**src/rtl/pcoeff_pkg.sv**
```systemverilog
// pcoeff_pkg: shared constants and default-width types for the p-coefficient accumulator
package pcoeff_pkg;
  localparam int SUM_WIDTH_DEFAULT = 48;
  localparam int COUNT_WIDTH_DEFAULT = 24;
  localparam int TAG_WIDTH_DEFAULT = 8;
  localparam int MAX_CONNECT_DEFAULT = 35;
  typedef logic [SUM_WIDTH_DEFAULT-1:0] pcoeff_t;
  typedef struct packed {
    pcoeff_t sum;
    logic [COUNT_WIDTH_DEFAULT-1:0] count;
    logic [TAG_WIDTH_DEFAULT-1:0] tag;
  } top_result_t;
endpackage

```
**src/rtl/pcoeff_decode.sv**
```systemverilog
// pcoeff_decode: registered 2^count decode with range check (in: valid/count/last/tag, out: v1/p1/last1/tag1/range_err1)
module pcoeff_decode
  import pcoeff_pkg::*;
#(
  parameter int SUM_WIDTH = SUM_WIDTH_DEFAULT,
  parameter int TAG_WIDTH = TAG_WIDTH_DEFAULT,
  parameter int MAX_CONNECT = MAX_CONNECT_DEFAULT
) (
  input  logic                 clk,
  input  logic                 rst,
  input  logic                 valid_i,
  input  logic [5:0]           count_i,
  input  logic                 last_i,
  input  logic [TAG_WIDTH-1:0] tag_i,
  output logic                 v1,
  output logic [SUM_WIDTH-1:0] p1,
  output logic                 last1,
  output logic [TAG_WIDTH-1:0] tag1,
  output logic                 range_err1
);
  typedef struct packed {
    logic v;
    logic [SUM_WIDTH-1:0] p;
    logic last;
    logic [TAG_WIDTH-1:0] tag;
    logic rerr;
  } s1_t;
  s1_t s1_d, s1_q;
  logic range_d;
  always_comb begin
    range_d = int'(count_i) > MAX_CONNECT;
    s1_d = '{v: valid_i, p: range_d ? '0 : SUM_WIDTH'(1) << count_i, last: last_i, tag: tag_i, rerr: range_d};
  end
  always_ff @(posedge clk or negedge rst)
    if (!rst) s1_q <= '0;
    else s1_q <= s1_d;
  assign v1 = s1_q.v;
  assign p1 = s1_q.p;
  assign last1 = s1_q.last;
  assign tag1 = s1_q.tag;
  assign range_err1 = s1_q.rerr;
endmodule

```
**src/rtl/pcoeff_sum_accumulator.sv**
```systemverilog
// pcoeff_sum_accumulator: sums 2^connectCount per top, emits {sum,count,tag} via valid/ready register with sticky errors
module pcoeff_sum_accumulator
  import pcoeff_pkg::*;
#(
  parameter int SUM_WIDTH = SUM_WIDTH_DEFAULT,
  parameter int COUNT_WIDTH = COUNT_WIDTH_DEFAULT,
  parameter int TAG_WIDTH = TAG_WIDTH_DEFAULT,
  parameter int MAX_CONNECT = MAX_CONNECT_DEFAULT
) (
  input  logic                   clk,
  input  logic                   rst,
  input  logic                   resultValid,
  input  logic [5:0]             connectCount,
  input  logic                   lastOfTop,
  input  logic [TAG_WIDTH-1:0]   topTag,
  output logic                   sumValid,
  input  logic                   sumReady,
  output logic [SUM_WIDTH-1:0]   pcoeffSum,
  output logic [COUNT_WIDTH-1:0] botCount,
  output logic [TAG_WIDTH-1:0]   sumTag,
  output logic                   errOverflow,
  output logic                   errRange,
  output logic                   errDropped
);
  typedef struct packed {
    logic [SUM_WIDTH-1:0] sum;
    logic [COUNT_WIDTH-1:0] count;
    logic [TAG_WIDTH-1:0] tag;
  } res_t;
  logic v1, last1, range_err1;
  logic [SUM_WIDTH-1:0] p1;
  logic [TAG_WIDTH-1:0] tag1;
  pcoeff_decode #(.SUM_WIDTH(SUM_WIDTH), .TAG_WIDTH(TAG_WIDTH), .MAX_CONNECT(MAX_CONNECT)) u_decode (
    .clk(clk), .rst(rst), .valid_i(resultValid), .count_i(connectCount), .last_i(lastOfTop), .tag_i(topTag),
    .v1(v1), .p1(p1), .last1(last1), .tag1(tag1), .range_err1(range_err1)
  );
  logic [SUM_WIDTH-1:0] acc_d, acc_q;
  logic [COUNT_WIDTH-1:0] cnt_d, cnt_q;
  logic ovf_d, ovf_q, valid_d, valid_q;
  logic err_ovf_d, err_ovf_q, err_rng_d, err_rng_q, err_drop_d, err_drop_q;
  res_t out_d, out_q;
  logic [SUM_WIDTH:0] sum_x;
  logic [COUNT_WIDTH:0] cnt_x;
  logic wrap, close, take;
  always_comb begin
    sum_x = {1'b0, acc_q} + {1'b0, p1};
    cnt_x = {1'b0, cnt_q} + (COUNT_WIDTH+1)'(1);
    wrap = sum_x[SUM_WIDTH] | cnt_x[COUNT_WIDTH];
    close = v1 & last1;
    take = ~valid_q | sumReady;
    acc_d = !v1 ? acc_q : last1 ? '0 : sum_x[SUM_WIDTH-1:0];
    cnt_d = !v1 ? cnt_q : last1 ? '0 : cnt_x[COUNT_WIDTH-1:0];
    ovf_d = !v1 ? ovf_q : last1 ? 1'b0 : ovf_q | wrap;
    out_d = close & take ? '{sum: sum_x[SUM_WIDTH-1:0], count: cnt_x[COUNT_WIDTH-1:0], tag: tag1} : out_q;
    valid_d = close & take ? 1'b1 : valid_q & ~sumReady;
    err_ovf_d = err_ovf_q | (close & (ovf_q | wrap));
    err_rng_d = err_rng_q | (v1 & range_err1);
    err_drop_d = err_drop_q | (close & ~take);
  end
  always_ff @(posedge clk or negedge rst)
    if (!rst) begin
      acc_q <= '0;
      cnt_q <= '0;
      ovf_q <= 1'b0;
      out_q <= '0;
      valid_q <= 1'b0;
      err_ovf_q <= 1'b0;
      err_rng_q <= 1'b0;
      err_drop_q <= 1'b0;
    end else begin
      acc_q <= acc_d;
      cnt_q <= cnt_d;
      ovf_q <= ovf_d;
      out_q <= out_d;
      valid_q <= valid_d;
      err_ovf_q <= err_ovf_d;
      err_rng_q <= err_rng_d;
      err_drop_q <= err_drop_d;
    end
  assign sumValid = valid_q;
  assign pcoeffSum = out_q.sum;
  assign botCount = out_q.count;
  assign sumTag = out_q.tag;
  assign errOverflow = err_ovf_q;
  assign errRange = err_rng_q;
  assign errDropped = err_drop_q;
endmodule

```
**config.mk**
```make
export PLATFORM = sky130hd
export DESIGN_NAME = pcoeff_sum_accumulator
export DESIGN_NICKNAME = d
export VERILOG_FILES = /design/src/rtl/pcoeff_pkg.sv /design/src/rtl/pcoeff_decode.sv /design/src/rtl/pcoeff_sum_accumulator.sv
export SDC_FILE = /design/constraint.sdc
export NUM_CORES = 1
export LEC_CHECK = 0
export CAP_MARGIN = 25
export CORE_MARGIN = 3
export CORE_UTILIZATION = 58
export DETAILED_ROUTE_END_ITERATION = 10
export GPL_ROUTABILITY_DRIVEN = 0
export PLACE_DENSITY = 0.81
export SYNTH_ARGS = -nofsm -noshare
export SYNTH_HDL_FRONTEND = slang
export SYNTH_SLANG_ARGS = --single-unit
```
**constraint.sdc**
```tcl
create_clock -name clk -period 3 [get_ports clk]
set_input_delay 0.45 -clock clk [delete_from_list [all_inputs] [get_ports clk]]
set_output_delay 0.45 -clock clk [all_outputs]
set_load 0.01 [all_outputs]
```
# Word-level counts from Yosys, hierarchy flattened
# Cells that the tools add are included.
# word_totals
regBits	216
in_bits	19
word_cells	39
# classes
add_sub_neg	2
n_lt_le_gt_ge	1
shift	1
muxes	5
bitwise_logic	15
# ops
cell	count
2-to-1 mux 48 bit	2
adder 48 x 48 -> 49 bit	1
<< shifter 1 x 6 -> 48 bit, first input constant	1
adder 24 x 1 -> 25 bit, second input constant	1
2-to-1 mux 24 bit	1
AND 1 bit	6
> comparator 6 bit, second input constant	1
bitwise OR 1 bit	6
inverter 1 bit	3
2-to-1 mux 1 bit	2

# Longest topological paths before layout
# Gate-level depths: netlist of run 1.
# depth
word_depth	5
mapped_depth	11

# Modules after synthesis
# From an unflattened synthesis of run 1, not the netlist that was laid out.
# hier_totals
hier_cells	1117
area_unflattened_um2	10815.4
# by_module_without_submodules
mod	instances	cells_each	area_per_inst_um2
pcoeff_sum_accumulator	1	1004	9047.4
pcoeff_decode	1	113	1767.9

# Least setup slack after synthesis of run 1
# OpenSTA, ideal clock, no wires.
# synth_path
kind	register to register
from	reg acc_q[11]
to	reg acc_q[42]
setup_ns	0.080
t_arrival_ns	2.573
required_ns	2.920
path_slack_ns	0.347
path_stages_with_launch	11
path_buffers	1
period_less_slack_ns	2.653
cell_sequence	dfrtp_1 -> ha_1 -> buf_2 -> nand2_1 -> or4_4 -> a211oi_2 -> or3_4 -> o21ai_4 -> a2111o_1 -> a2111o_1 -> o211ai_2
# synth_via
elab_chain_len	2
# synth_rtl
item	line	text
start: declaration	pcoeff_sum_accumulator.sv:37	logic [SUM_WIDTH-1:0] acc_d, acc_q;
start signal: assignment	pcoeff_sum_accumulator.sv:62	acc_q <= '0;
start signal: assignment	pcoeff_sum_accumulator.sv:71	acc_q <= acc_d;
adder 48 x 48 -> 49 bit	pcoeff_sum_accumulator.sv:46	sum_x = {1'b0, acc_q} + {1'b0, p1};
2-to-1 mux 48 bit	pcoeff_sum_accumulator.sv:51	acc_d = !v1 ? acc_q : last1 ? '0 : sum_x[SUM_WIDTH-1:0];
# Every way passes these cells.
# A chain may end at the register's enable or synchronous reset.

# Final worst setup path of run 1
# Ends and elaborated chain as after synthesis.

==> flow_summary_export.csv, run 1 <==
group,metric,value,unit
status,status,"finished, violations left",
status,violations,"hold timing",
critical_path,worstPathMaxFanout,7,
floorplanning,rows,49,
clocking,clk_latency,510,ps
routing,dr.pass1.iters,5,
clocking,numCtsBuffers,23,
routing,num_vias,8839,
critical_path,path_class,"flop to flop",
global_routing,grt_pass1_vias,8753,
place,dp_hpwl,18200,um
global_routing,grt_max_degree,113,
layout,final_util,0.716,
timing,timing.fmax,0.347,GHz
global_routing,grt-ovfl-total,0,
layout,syn_to_final_growth,19.9,%
floorplanning,core_area,18200,um^2
synth,synth_edf_count,0,
timing,slew_headroom,0.541,
clocking,cts-hold-fix-buffers,0,
timing,min_period_over_period,0.961,
place,place_area,12200,um^2
timing,layout_setup_ws,116,ps
timing,fin_crit,2880,ps
synth,async_flop_share,1.00,
timing,hold_viol,11,
synth,synth_flop_cell,"dfrtp_1",
power,leakagePower,5.78,nW
clocking,cts_resized,0,
routing,drtAntennaViolNets,0,
place,dp_slack,53.7,ps
synth,yosys-top-cells-area,"dfrtp_1 50%, nand2_1 6.2%, ha_1 5.6%",
synth,yosys_warnings,0,
timing,tightest_slew,688,ps
timing,fin_worst_skew,15.2,ps
routing,drc_errors,0,
floorplanning,start_util,0.598,
synth,synth-seq-cells,216,
routing,drt_iter0_drc,831,
synth,syn_inst,1136,
routing,wl,25900,um
power,vdd_ir_drop_max,0.480,mV
floorplanning,die_w,143,um
floorplanning,dieArea,20400,um^2
synth,syn_area,10900,um^2
clocking,cts-root-buf,"clkbuf_16",
clocking,cts_tree,"built",
clocking,cts_num_sinks,216,
clocking,clock_path_buffers,3,
global_routing,grt_pass1_wl,43200,um
timing,maxSlewViolCount,0,
flow_run,max_cap_violations,0,
min_path,hold_path.class,"primary input to asynchronous set/reset pin",
floorplanning,pin_count,103,
critical_path,critical_path_required,3430,ps
critical_path,cp_data_arrival_time,3320,ps
global_routing,antenna_found_initial,0,
floorplanning,die_height,143,um
routing,vias_per_cell,6.00,
clocking,clkSlewWorstSetupHoldPaths,60,ps
layout,insertedDiodeCount,0,
critical_path,end_kind,"flop",
timing,fin_hold_ws,-5.90,ps
clocking,htree_levels,1,
layout,drive_gt1_frac,0.0715,
synth,synth.distinct_cells,70,
timing,finalSetupViolations,0,
clocking,post_cts_buffers,0,
synth,syn_area_per_cell,9.58,um^2
layout,fin_nets,1297,
routing,wl_per_cell,17.6,um
synth,yosys.area.top_type_share,0.497,
power,powerDensity,568,nW/um^2
layout,final_cell_area,13000,um^2
critical_path,critPathLaunchType,"flop",
synth,seq_area_frac_synth,0.497,
place,port_buffers,102,
global_routing,grt_use_total,0.258,
power,fin_total_pwr,7.40,mW
synth,synth_top_area_cell,"dfrtp_1",
-- final timing paths --
path                                  start  slack, ps             end  cells past startpoint
max                               acc_q[11]        120       acc_q[42]                      9
min                                     rst         -6    botCount[10]                      1
max reg2reg                       acc_q[11]        120       acc_q[42]                      9
min reg2reg                u_decode.tag1[6]        440       sumTag[6]                      2
max in group asynchronous               rst       2220   pcoeffSum[20]                      2
min in group clk                  lastOfTop        380  u_decode.last1                      1
-- kinds of logic after synthesis --
kind of cell,synth area share
simple gates,0.164
compound gates,0.201
flops,0.497
buf+inv,0.0291
xor+xnor,0.0475
fa+ha+maj,0.0582
mux,0.00299
other cells,0.000345
-- layout make-up --
type | instances | area, um^2
clock buffer | 33 | 673
fill | 1389 | 5160
timing repair buffer | 126 | 1230
tap | 229 | 287
multi-input combinational | 848 | 5250
clock inverter | 8 | 150
sequential | 216 | 5410
inverter | 13 | 48.8
-- layer usage --
metal,up-vias,global-route usage,wire length [um]
met5,-,0,0
met4,0,0.0725,560
met3,55,0.0375,1570
met2,303,0.406,11900
met1,4267,0.376,11900
li1,4214,-,-
-- flip-flops by register name, indices dropped and copies added (netlist names) --
signal	cells
acc_q	48
botCount	24
cnt_q	24
errDropped	1
errOverflow	1
errRange	1
ovf_q	1
pcoeffSum	48
sumTag	8
sumValid	1
u_decode.last1	1
u_decode.p1	48
u_decode.range_err1	1
u_decode.tag1	8
u_decode.v1	1
-- placed cells by master, fill, tap and decap left out, drive strengths merged, types with 5 or more instances in the layout --
master,n
a211oi,9
a21o,31
a21oi,58
a31o,6
a31oi,9
and2,5
and3,11
and4,5
buf,24
clkbuf,34
clkdlybuf4s50,101
conb,12
dfrtp,216
ha,49
inv,15
nand2,181
nand2b,8
nand3,27
nand4,16
nor2,81
nor2b,12
nor3,12
o211ai,12
o21a,6
o21ai,119
o21bai,9
o2bb2ai,36
o31ai,12
or3,9
or3b,5
xnor2,31
xor2,28
-- per-stage QoR --
step,TNS [ps],cells
after CTS,0,1473
after floorplan,0,1147
after global routing,-63.4,1473
after global placement,-39.5,1432
after detailed placement,0,1432
final,0,1473
-- worst max-delay path: stages, from the launching register on --
cell and delay (ps):
dfrtp_1 390, ha_1 430, nand2_1 110, or4_4 530, a211oi_2 170, or3_4 200
o21ai_4 90, a2111o_1 440, a2111o_1 400, o211ai_2 60
-- cell usage after synthesis (3+ instances only) --
library cell    n
buf_2           4
or3_1           8
inv_1          12
o211ai_1       11
o31ai_1        12
and4_1          5
o21a_1          6
a211oi_1        7
xor2_1         28
nor3_1         12
and2_1          5
o2bb2ai_1      36
nand2b_1        8
a21o_1         31
or3b_2          4
nor4_1          3
and3_1         11
nand2_1       180
ha_1           49
nor3b_1         3
clkbuf_1       66
dfrtp_1       216
nand4_1        16
xnor2_1        31
a31oi_1         9
o21bai_1        9
o21ai_1        35
nor2_1         81
nand3b_1        3
nand3_1        27
o311ai_1        4
o21ai_0        83
nor2b_1        12
a31o_1          3
a31o_2          3
a21oi_1        58
-- power breakdown --
part | leakage [nW] | internal (mW) | total (mW) | switching [mW]
clock | 0.406 | 1.91 | 3.06 | 1.15
combinational | 2.48 | 0.499 | 1.14 | 0.638
sequential | 2.89 | 3.10 | 3.21 | 0.114
total | 5.78 | 5.50 | 7.40 | 1.90
Note: power is estimated with default switching activity, not from simulation.
==> inputs of run 2 (changes only) <==
--- a/config.mk
+++ b/config.mk
@@ -11,6 +11,7 @@
 export DETAILED_ROUTE_END_ITERATION = 10
 export GPL_ROUTABILITY_DRIVEN = 0
 export PLACE_DENSITY = 0.81
+export REMOVE_ABC_BUFFERS = 1
 export SYNTH_ARGS = -nofsm -noshare
 export SYNTH_HDL_FRONTEND = slang
 export SYNTH_SLANG_ARGS = --single-unit
==> run 2 against run 1 <==
Effect of this change: core utilization up 0.10 points; clock skew about the same; final area up 0.14%; the run now ends clean; cell count up 0.34%; critical path depth unchanged; routed wire length up 3.0%.
==> flow_summary_export.csv, run 2 (synthesized netlist as in run 1, its figures left out) <==
group,metric,value,unit
status,status,"finished clean",
global_routing,grt_max_degree,72,
critical_path,worstPathMaxFanout,6,
timing,slew_headroom,0.615,
critical_path,critPathLaunchType,"flop",
global_routing,grt-ovfl-total,0,
floorplanning,start_util,0.598,
layout,fill_cells,1375,
power,p_sw,1.89,mW
timing,hold_viol,0,
routing,drtAntennaViolNets,0,
layout,multi_input_area,5270,um^2
routing,vias_per_cell,6.06,
clocking,cts_tree,"built",
timing,fin_setup_tns,0,ps
clocking,numCtsBuffers,24,
clocking,clkSlewWorstSetupHoldPaths,60,ps
floorplanning,die_w,143,um
critical_path,end_kind,"flop",
global_routing,grt_pass1_wl,43700,um
clocking,clk_latency,520,ps
routing,dr.pass1.iters,5,
critical_path,path_class,"flop to flop",
floorplanning,die_height,143,um
power,clockPowerShare,0.401,
layout,layout.cells.non_filler,1478,
clocking,htree_levels,1,
power,sw_frac_of_total,0.259,
timing,maxSlewViolCount,0,
floorplanning,pin_count,103,
timing,timing.fmax,0.343,GHz
power,seq_power_share,0.440,
critical_path,reg2reg_slack,80,ps
clocking,cts-root-buf,"clkbuf_16",
layout,syn_to_final_growth,20.1,%
floorplanning,core_area,18200,um^2
power,vdd_ir_drop_max,0.543,mV
routing,num_vias,8959,
clocking,clock_path_buffers,3,
critical_path,critical_path_required,3380,ps
place,dp_slack,19.9,ps
layout,insertedDiodeCount,0,
floorplanning,dieArea,20400,um^2
timing,min_period_over_period,0.973,
floorplanning,rows,49,
layout,final_common_cell,"dfrtp_1",
timing,fin_crit,2920,ps
power,pwr-share-comb,0.159,
routing,drt_iter0_drc,733,
timing,finalSetupViolations,0,
timing,tightest_slew,573,ps
routing,wl_per_cell,18.1,um
place,dp_hpwl,18300,um
layout,mostFrequentLayoutCells,"216 x dfrtp_1, 180 x nand2_1, 101 x clkdlybuf4s50_1",
power,internal-power,5.40,mW
place,dp_cells,1431,
layout,fin_nets,1301,
critical_path,cp_data_arrival_time,3300,ps
power,leakagePower,5.77,nW
timing,layout_setup_ws,82.3,ps
place,port_buffers,102,
flow_run,max_cap_violations,0,
layout,regArea,5410,um^2
power,powerDensity,558,nW/um^2
timing,fin_worst_skew,15.1,ps
global_routing,antenna_found_initial,0,
power,fin_total_pwr,7.29,mW
min_path,hold_path.class,"primary input to flop",
layout,drive_gt1_frac,0.0745,
routing,wl,26700,um
routing,drc_errors,0,
global_routing,grt_pass1_vias,8709,
global_routing,grt_use_total,0.262,
clocking,cts_num_sinks,216,
## run 2: cell type report
class / count / share of cell area
inverter: 13 / 0.00374
multi-input combinational: 848 / 0.403
timing repair buffer: 129 / 0.0970
tap: 229 / 0.0219
clock inverter: 6 / 0.00613
sequential: 216 / 0.414
clock buffer: 37 / 0.0544
## run 2: worst max-delay path: stages, from the launching register on
cell and delay [ps]:
dfrtp_1 380, ha_1 360, a21o_1 210, o21bai_1 200, a221o_1 400, a32oi_1 320, a21oi_1 180, nor2_2 250
nor3_1 100, or3b_1 360
## run 2: metal layers
layer,global-route usage,routed length (um),vias to the layer above
met1,0.373,11800,4337
met5,0,0,-
met2,0.414,12500,326
li1,-,-,4233
met3,0.0402,1690,63
met4,0.0920,742,0
## run 2: stage by stage
stage / hold WS (ps) / cell area, um^2 / utilization
finish: 378 / 13100 / 0.717
global route: 363 / 13100 / 0.717
CTS: 365 / 13000 / 0.714
detailed placement: 416 / 12200 / 0.669
global placement: 417 / 12200 / 0.669
floorplan: 154 / 10700 / -
## run 2: repair_timing
item,4_1_cts,5_1_grt
hold buffers,1,0
resized for setup,3,10
hold endpoints to repair,43,0
setup buffers,0,3
endpoints found under the setup margin,4,9
pin swaps,0,3
## run 2: power by group through the flow
stage	logic [mW]	registers [mW]	clock network [mW]
floorplan	0.555	3.30	0
global placement	1.11	3.25	0
detailed placement	1.12	3.26	0
CTS	1.14	3.21	2.98
global route	1.27	3.23	3.11
finish	1.16	3.21	2.92
## run 2: worst paths after layout
kind                             startpoint          endpoint  cells after the start
max reg2reg                       acc_q[22]         acc_q[47]                      9
max in group asynchronous               rst         acc_q[26]                      3
min in group asynchronous               rst      botCount[10]                      2
min                               topTag[7]  u_decode.tag1[7]                      1
min reg2reg                u_decode.tag1[1]         sumTag[1]                      2
max                               acc_q[22]         acc_q[47]                      9
==> inputs of run 3 (changes only) <==
==> constraint.sdc (replaced) <==
create_clock -name clk -period 3 [get_ports clk]
set_input_delay 0.45 -clock clk [delete_from_list [all_inputs] [get_ports clk]]
set_output_delay 0.45 -clock clk [all_outputs]
set_load 0.1 [all_outputs]
==> run 3 against run 2 <==
Effect of this change: the flow now finishes with violations (hold timing); largest power group unchanged; register-to-register slack is essentially flat; non-clock buffer count shrank 4; largest cell class unchanged; global-route usage shrank 0.30 points; fmax shrank 0.37%.
==> flow_summary_export.csv, run 3 (synthesized netlist as in run 1, its figures left out) <==
group,metric,value,unit
timing,fin_crit,2930,ps
clocking,numCtsBuffers,24,
power,vdd_ir_drop_max,0.474,mV
critical_path,cp_cell_sequence,"ha_1 -> nand2_2 -> or4_4 -> a211oi_2 -> or3_4 -> o21ai_4 -> a2111o_1 -> a2111o_1 -> o211ai_2",
timing,layout_setup_ws,71.5,ps
critical_path,path_class,"flop to flop",
global_routing,grt_use_total,0.259,
timing,finalSetupViolations,0,
critical_path,cpMostUsedCell,"a2111o_1",
timing,slew_headroom,0.532,
timing,timing.fmax,0.341,GHz
floorplanning,die_w,143,um
routing,drtAntennaViolNets,0,
layout,syn_to_final_growth,17.7,%
floorplanning,pin_count,103,
global_routing,antenna_found_initial,0,
timing,rsz0062_at_grt,"no",
critical_path,cp_data_arrival_time,3360,ps
layout,mostFrequentLayoutCells,"216 x dfrtp_1, 180 x nand2_1, 101 x buf_4",
timing,hold_viol,16,
layout,drive_gt1_frac,0.138,
flow_run,max_cap_violations,0,
routing,num_vias,8831,
floorplanning,rows,49,
place,dp_hpwl,18500,um
critical_path,r2r-end,"acc_q[42]",
routing,wl_per_cell,18.0,um
floorplanning,start_util,0.598,
layout,fill_cells,1376,
critical_path,end_kind,"flop",
timing,tightest_slew,702,ps
critical_path,critical_path_required,3440,ps
layout,multi_input_area,5250,um^2
critical_path,cp_slowest_cell,"or4_4",
power,leakagePower,5.89,nW
status,violations,"hold timing",
routing,wl,26500,um
timing,min_period_over_period,0.976,
clocking,post_cts_buffers,0,
timing,fin_worst_skew,20.9,ps
power,powerDensity,617,nW/um^2
clocking,htree_levels,1,
critical_path,rr_worst_depth,9,
layout,regArea,5410,um^2
routing,drc_errors,0,
floorplanning,core_area,18200,um^2
global_routing,grt_pass1_vias,8561,
clocking,clk_latency,520,ps
global_routing,grt-ovfl-total,0,
floorplanning,dieArea,20400,um^2
timing,fin_hold_ws,-21.7,ps
routing,vias_per_cell,6.01,
critical_path,worstPathMaxFanout,7,
min_path,hold_path.class,"primary input to asynchronous set/reset pin",
status,status,"finished, violations left",
clocking,cts-hold-fix-buffers,0,
place,dp_slack,28.9,ps
clocking,cts-root-buf,"clkbuf_16",
critical_path,slowest_delay,560,ps
floorplanning,die_height,143,um
timing,maxSlewViolCount,0,
routing,drt_iter0_drc,625,
layout,final_common_cell,"dfrtp_1",
clocking,clkSlewWorstSetupHoldPaths,60,ps
clocking,cts_num_sinks,216,
critical_path,r2r-start,"acc_q[14]",
place,port_buffers,102,
clocking,clock_path_buffers,3,
routing,dr.pass1.iters,5,
critical_path,reg2reg_slack,70,ps
global_routing,grt_pass1_wl,43300,um
layout,insertedDiodeCount,0,
layout,fin_nets,1297,
layout,final_util,0.703,
critical_path,critPathLaunchType,"flop",
global_routing,grt_max_degree,84,
clocking,cts_tree,"built",
[run 3: cell types whose count changed in the layout (fill, tap and decap cells not counted), moves of 2 or more]
| cell | before | now |
|---|---|---|
| clkdlybuf4s50_1 | 101 | 17 |
| buf_4 | 23 | 101 |
| clkbuf_1 | 8 | 4 |
| buf_12 | 3 | 6 |
| a211oi_1 | 4 | 6 |
| clkinvlp_4 | 0 | 2 |
[run 3: routing by layer]
layer  wire [um]  track usage  share of wire  up-vias
li1            -            -              -     4202
met1       11900        0.373           0.45     4271
met2       12300        0.412           0.47      296
met3        1530       0.0368          0.058       62
met4         713       0.0795          0.027        0
met5           0            0              0        -
[run 3: layout make-up]
| cell class | instances | area share |
|---|---|---|
| repair buffers | 125 | 0.0830 |
| inverters | 13 | 0.00381 |
| multi-input cells | 848 | 0.410 |
| clock buffers | 32 | 0.0533 |
| clock inverters | 7 | 0.00508 |
| flip-flops and latches | 216 | 0.422 |
| well taps | 229 | 0.0224 |
[run 3: how the worst max path moves through the flow]
stage	cells after the start	startpoint	to
floorplan	4	sumValid	pcoeffSum[47]
global placement	11	acc_q[16]	acc_q[45]
detailed placement	11	acc_q[0]	pcoeffSum[44]
CTS	9	acc_q[5]	pcoeffSum[44]
global route	9	acc_q[11]	acc_q[42]
finish	9	acc_q[14]	acc_q[42]
[run 3: critical path, delay by kind of cell (launching register included)]
| family | cells | cell delay, ps |
|---|---|---|
| AO/OA/AOI/OAI | 5 | 1190 |
| adder cells (fa/ha/maj) | 1 | 380 |
| AND/OR/NAND/NOR | 3 | 880 |
| flip-flops | 1 | 390 |
[run 3: power by group]
part | switching, mW | leakage (nW) | internal (mW)
clock network | 1.15 | 0.364 | 1.67
logic | 1.42 | 2.63 | 0.463
registers | 0.111 | 2.89 | 3.10
[run 3: repair_timing]
action,CTS,global route
resized for setup,2,7
endpoints found under the setup margin,2,18
pin swaps,0,0
[run 3: metrics by stage]
stage	std cells	hold WS [ps]	TNS (ps)	instance area (um^2)	total power [mW]
2_1_floorplan	1077	154	-80480	10700	4.61
3_3_place_gp	1431	417	0	12000	5.10
3_5_place_dp	1431	429	0	12000	5.12
4_1_cts	1470	12.0	0	12800	7.92
5_1_grt	1470	38.6	0	12800	8.18
6_report	1470	-21.7	0	12800	7.90
